File: src/rtl/memory_stage.sv
// ============================================================================
// memory_stage : pipeline M stage - data memory request/response and M/W register
// Optional bus timeout guarded by MEM_TIMEOUT_EN.  Rev 1.0
// ============================================================================
`default_nettype none

module memory_stage #(
  parameter int TIMEOUT_CYC = 255
) (
  input  logic        clk,
  input  logic        rst_n,
  input  logic        RegWriteM,
  input  logic [1:0]  ResultSrcM,
  input  logic        MemWriteM,
  input  logic [31:0] ALUoutM,
  input  logic [31:0] WriteDataM,
  input  logic [2:0]  funct3M,
  input  logic [4:0]  RdM,
  input  logic [31:0] inc_PCM,
  output logic        mem_req,
  output logic        mem_we,
  output logic [31:0] mem_addr,
  output logic [31:0] mem_wdata,
  output logic [3:0]  mem_be,
  input  logic        mem_ack,
  input  logic [31:0] mem_rdata,
  output logic        StallM,
  output logic        RegWriteW,
  output logic [1:0]  ResultSrcW,
  output logic [31:0] ALUoutW,
  output logic [31:0] ReadDataW,
  output logic [4:0]  RdW,
  output logic [31:0] inc_PCW,
  output logic        misalign_err,
  output logic        timeout_err
);

  typedef enum logic [0:0] {S_IDLE = 1'b0, S_WAIT = 1'b1} state_t;

  state_t      state_q, state_d;
  logic        reg_write_q, reg_write_d;
  logic [1:0]  result_src_q, result_src_d;
  logic [31:0] alu_out_q, alu_out_d;
  logic [31:0] read_data_q, read_data_d;
  logic [4:0]  rd_q, rd_d;
  logic [31:0] inc_pc_q, inc_pc_d;
  logic        misalign_q, misalign_d;

  logic        is_load, is_mem, misaligned, access;
  logic        req, stall, abort, mis_pulse;
  logic [31:0] lane, load_ext, st_wdata;
  logic [3:0]  st_be;

  assign is_load    = (ResultSrcM == 2'b01);
  assign is_mem     = is_load | MemWriteM;
  assign misaligned = is_mem && (((funct3M[1:0] == 2'b01) && ALUoutM[0]) ||
                                 ((funct3M[1:0] == 2'b10) && (ALUoutM[1:0] != 2'b00)));
  assign access     = is_mem && !misaligned;

  // Lane select by byte offset, then sign/zero extension by funct3
  assign lane = mem_rdata >> {ALUoutM[1:0], 3'b000};

  always_comb begin
    load_ext = mem_rdata;
    case (funct3M)
      3'b000:  load_ext = {{24{lane[7]}}, lane[7:0]};
      3'b001:  load_ext = {{16{lane[15]}}, lane[15:0]};
      3'b100:  load_ext = {24'h0, lane[7:0]};
      3'b101:  load_ext = {16'h0, lane[15:0]};
      default: load_ext = mem_rdata;
    endcase
  end

  always_comb begin
    st_be    = 4'hF;
    st_wdata = WriteDataM;
    case (funct3M[1:0])
      2'b00: begin
        st_be    = 4'b0001 << ALUoutM[1:0];
        st_wdata = {4{WriteDataM[7:0]}};
      end
      2'b01: begin
        st_be    = 4'b0011 << {ALUoutM[1], 1'b0};
        st_wdata = {2{WriteDataM[15:0]}};
      end
      default: begin
        st_be    = 4'hF;
        st_wdata = WriteDataM;
      end
    endcase
  end

`ifdef MEM_TIMEOUT_EN
  localparam logic [7:0] TO_LAST = 8'(TIMEOUT_CYC - 1);
  logic [7:0] cnt_q, cnt_d;
  logic       timeout_q, timeout_d;
`endif

  always_comb begin
    state_d   = state_q;
    req       = 1'b0;
    abort     = 1'b0;
    mis_pulse = 1'b0;
`ifdef MEM_TIMEOUT_EN
    cnt_d     = cnt_q;
`endif
    case (state_q)
      S_IDLE: begin
        if (access) begin
          req = 1'b1;
          if (!mem_ack) begin
            state_d = S_WAIT;
`ifdef MEM_TIMEOUT_EN
            cnt_d   = 8'h00;
`endif
          end
        end else if (is_mem) begin
          mis_pulse = 1'b1;
        end
      end
      S_WAIT: begin
        req = 1'b1;
        if (mem_ack) begin
          state_d = S_IDLE;
`ifdef MEM_TIMEOUT_EN
        end else if (cnt_q == TO_LAST) begin
          req     = 1'b0;
          abort   = 1'b1;
          state_d = S_IDLE;
        end else begin
          cnt_d = cnt_q + 8'h01;
`endif
        end
      end
      default: state_d = S_IDLE;
    endcase
    stall = req && !mem_ack;
  end

  // Stalled or aborted cycles push a bubble; data fields simply hold
  always_comb begin
    reg_write_d  = 1'b0;
    result_src_d = 2'b00;
    alu_out_d    = alu_out_q;
    read_data_d  = read_data_q;
    rd_d         = rd_q;
    inc_pc_d     = inc_pc_q;
    misalign_d   = mis_pulse;
    if (!stall && !abort) begin
      reg_write_d  = RegWriteM && !misaligned;
      result_src_d = ResultSrcM;
      alu_out_d    = ALUoutM;
      rd_d         = RdM;
      inc_pc_d     = inc_PCM;
      if (is_load && access) read_data_d = load_ext;
    end
  end

  always_ff @(posedge clk or negedge rst_n) begin
    if (!rst_n) begin
      state_q      <= S_IDLE;
      reg_write_q  <= 1'b0;
      result_src_q <= 2'b00;
      alu_out_q    <= 32'h0;
      read_data_q  <= 32'h0;
      rd_q         <= 5'h0;
      inc_pc_q     <= 32'h0;
      misalign_q   <= 1'b0;
    end else begin
      state_q      <= state_d;
      reg_write_q  <= reg_write_d;
      result_src_q <= result_src_d;
      alu_out_q    <= alu_out_d;
      read_data_q  <= read_data_d;
      rd_q         <= rd_d;
      inc_pc_q     <= inc_pc_d;
      misalign_q   <= misalign_d;
    end
  end

`ifdef MEM_TIMEOUT_EN
  assign timeout_d = timeout_q | abort;

  always_ff @(posedge clk or negedge rst_n) begin
    if (!rst_n) begin
      cnt_q     <= 8'h00;
      timeout_q <= 1'b0;
    end else begin
      cnt_q     <= cnt_d;
      timeout_q <= timeout_d;
    end
  end

  assign timeout_err = timeout_q;
`else
  assign timeout_err = 1'b0;
`endif

  assign mem_req      = req && rst_n;
  assign StallM       = stall && rst_n;
  assign mem_we       = mem_req && MemWriteM;
  assign mem_addr     = {ALUoutM[31:2], 2'b00};
  assign mem_wdata    = st_wdata;
  assign mem_be       = (mem_req && MemWriteM) ? st_be : 4'h0;
  assign RegWriteW    = reg_write_q;
  assign ResultSrcW   = result_src_q;
  assign ALUoutW      = alu_out_q;
  assign ReadDataW    = read_data_q;
  assign RdW          = rd_q;
  assign inc_PCW      = inc_pc_q;
  assign misalign_err = misalign_q;

endmodule

`default_nettype wire

File: config.mk
export PLATFORM = sky130hd
export DESIGN_NAME = memory_stage
export DESIGN_NICKNAME = d
export VERILOG_FILES = /design/src/rtl/memory_stage.sv
export SDC_FILE = /design/constraint.sdc
export NUM_CORES = 1
export LEC_CHECK = 0
export ABC_AREA = 1
export ABC_CLOCK_PERIOD_IN_PS = 2400
export CAP_MARGIN = 20
export CORE_AREA = 2 2 124 126
export CTS_BUF_LIST = sky130_fd_sc_hd__clkbuf_2 sky130_fd_sc_hd__clkbuf_4 sky130_fd_sc_hd__clkbuf_8
export DETAILED_ROUTE_END_ITERATION = 8
export DIE_AREA = 0 0 126 128
export DONT_BUFFER_PORTS = 1
export PLACE_DENSITY_LB_ADDON = 0.05
export SKIP_CTS_REPAIR_TIMING = 1
export SLEW_MARGIN = 5
export SYNTH_ARGS = -nofsm -noshare
export SYNTH_HDL_FRONTEND = slang
export SYNTH_SLANG_ARGS = --single-unit
File: constraint.sdc
create_clock -name clk -period 2.4 [get_ports clk]
set_clock_uncertainty 0.1 [all_clocks]
set_input_delay 0.48 -clock clk [delete_from_list [all_inputs] [get_ports clk]]
set_output_delay 0.48 -clock clk [all_outputs]
set_load 0.01 [all_outputs]
==> out/results.ini <==
[setup_path]
critPathKind = primary input to primary output
path_buf_inv = 3
critPathMaxFanout = 44
cp.required_ns = 1.82
slowest_stage = nand2_1
worstPathArrival_ns = 1.55
end_kind = primary output
cpPeakStageDelay_ns = 0.17
worstPathCellList = inv_2 > nor2_1 > nand2_1 > nand3_1 > nand2_1 > inv_1 > nor2_1 > nand2_1 > nor2_1 > buf_4
cp-start-kind = primary input
cp_top_family = simple AND/OR/NAND/NOR gates

[global_route]
grt_max_degree = 108
first_global_vias = 4256
antenna_found_initial = 0
grt_pass1_wl_um = 24500
grt_usage_pct = 19.4
grt_overflow = 0

[synth]
ys_types = 20
yosysSeqAreaShare_pct = 48.4
synthCells = 753
netlist_area_um2 = 5480
syn_avg_cell_area_um2 = 7.27
yosysWarnings = 0
synth_top_area_share_pct = 48.4
ys_ff_latch = 106
synth.area.top_cells = dfrtp_1, nand2_1, buf_4, nand3_1, o21ai_0
synth_top_area_cell = dfrtp_1

[sta]
period_share_pct = 88.8
grt_setup_unrepaired = no
hold_viol_final = 106
setup_viol = 0
clock.fmax_ghz = 0.469
min_period_ns = 2.13
finalMaxSlewViolations = 0
finalSetupTns_ns = 0
holdWs_ns = -0.314
setup_slack_ns = 0.268

[die]
die_area_um2 = 16100
num_io_pins = 320
start_util_pct = 36.8
die_h_um = 128
die_w_um = 126
core_um2 = 14900
num_rows = 45

[placement]
io_buffers = 0
gp_congestion = 0.853
place_ws_ns = 0.275
dp.cells = 874
dp_hpwl_um = 12000

[run_status]
status = complete, but fails checks
violations = hold timing

[cells_and_area]
multi_input_area_um2 = 2220
diodes = 0
final_core_util_pct = 37.0
ff_latch_area_um2 = 2650
drive_above_1_share_pct = 5.14
syn2layout_area_growth_pct = 0.548
fin_nets = 840
final_cell_count_no_fill = 889
fillers = 1605

[power]
p_leak_uw = 0.00301
total_power_uw = 4120
powerDensity_nw_per_um2 = 749
vdd_drop_max_uv = 245

[flow_run]
cap_violations = 0

[detailed_routing]
ant_nets = 0
avgViaCountPerCell = 5.07
wl_um = 16400
drt_iter0_drc = 266
drt_pass1_iterations = 5
avgRoutedWirePerCell_um = 18.4
drc = 0
num_vias = 4509

[clocking]
clk_pin_slew_worst_paths_ns = 0.10
cts_tree = yes
cts_buffer_depth = 2
htreeDepth = 3
cts_buffers = 9
root_buffer = clkbuf_8
clk_latency_ns = 0.38
clock-sinks = 106

[hold_path]
min_path_type = primary input to asynchronous set/reset pin

power breakdown:
part | switching [µW] | total (µW) | internal (µW)
Sequential | 337 | 2380 | 2040
Clock | 631 | 1180 | 553
Combinational | 358 | 561 | 204
Total | 1330 | 4120 | 2800
Yosys cell counts:
library cell / instances
clkbuf_1: 8
buf_4: 53
o211ai_1: 6
nand4_1: 7
o21ai_1: 12
nor2_1: 15
conb_1: 1
inv_1: 19
inv_2: 4
buf_1: 2
buf_6: 1
nor2_4: 1
o21ai_0: 17
dfrtp_1: 106
nor2_2: 1
nand3_1: 54
nand2_2: 4
buf_2: 16
nand2_1: 422
a21oi_1: 4
per-stage QoR:
step	cell area [µm²]	hold slack [ns]
floorplan	5480	0.0844
global placement	5300	0.0870
detailed placement	5300	0.0866
CTS	5510	-0.344
global route	5510	-0.342
finish	5510	-0.314
flip-flops by register name, indices dropped and copies added, names as in the netlist:
signal,count
ALUoutW,32
ReadDataW,32
inc_PCW,32
RdW,5
ResultSrcW,2
RegWriteW,1
misalign_err,1
state_q,1
kinds of logic after synthesis:
logic type             count (synthesis)  share of synthesized area [%]
AO/OA/AOI/OAI                         39                           3.84
AND/OR/NAND/NOR                      504                           36.5
flip-flops                           106                           48.4
other                                  1                         0.0685
buffers and inverters                103                           11.2
routing by layer:
metal / vias up / global-route usage (%) / wire length [µm]
met1: 2084 / 23.3 / 6400
met4: 0 / 7.69 / 354
met5: - / 0 / 0
li1: 2165 / - / -
met3: 21 / 6.01 / 1470
met2: 239 / 32.8 / 8160
final timing paths:
kind	from	endpoint	slack, ns	depth (start not counted)
max in group asynchronous	rst_n	ReadDataW[24]$_DFFE_PN0P_	2.29	0
max reg2reg	state_q$_DFF_PN0_	inc_PCW[1]$_DFFE_PN0N_	0.91	7
min	rst_n	ALUoutW[15]$_DFFE_PN0N_	-0.31	0
min in group clk	ResultSrcM[0]	ResultSrcW[0]$_DFF_PN0_	0.09	2
max	funct3M[1]	mem_be[2]	0.27	10
min reg2reg	state_q$_DFF_PN0_	misalign_err$_DFF_PN0_	0.34	1
placed cells by master, fill, tap and decap left out:
master | netlist | final
nand2_1 | 422 | 422
dfrtp_1 | 106 | 106
nand3_1 | 54 | 54
inv_1 | 19 | 19
o21ai_0 | 17 | 17
nor2_1 | 15 | 15
o21ai_1 | 12 | 12
clkbuf_8 | 0 | 11
buf_4 | 53 | 9
nand4_1 | 7 | 7
o211ai_1 | 6 | 6
inv_2 | 4 | 4
nand2_2 | 4 | 4
a21oi_1 | 4 | 4
conb_1 | 1 | 3
buf_12 | 0 | 2
nor2_2 | 1 | 1
nor2_4 | 1 | 1
inv_6 | 0 | 1
clkinv_4 | 0 | 1
clkbuf_4 | 0 | 1
bufinv_16 | 0 | 1
cell type report:
type / instances / area share, %
sequential: 106 / 48.2
multi-input combinational: 546 / 40.3
tap: 188 / 4.27
clock buffer: 12 / 2.89
timing repair buffer: 11 / 1.95
inverter: 23 / 1.57
clock inverter: 3 / 0.863
(Power assumes the default switching activity.)
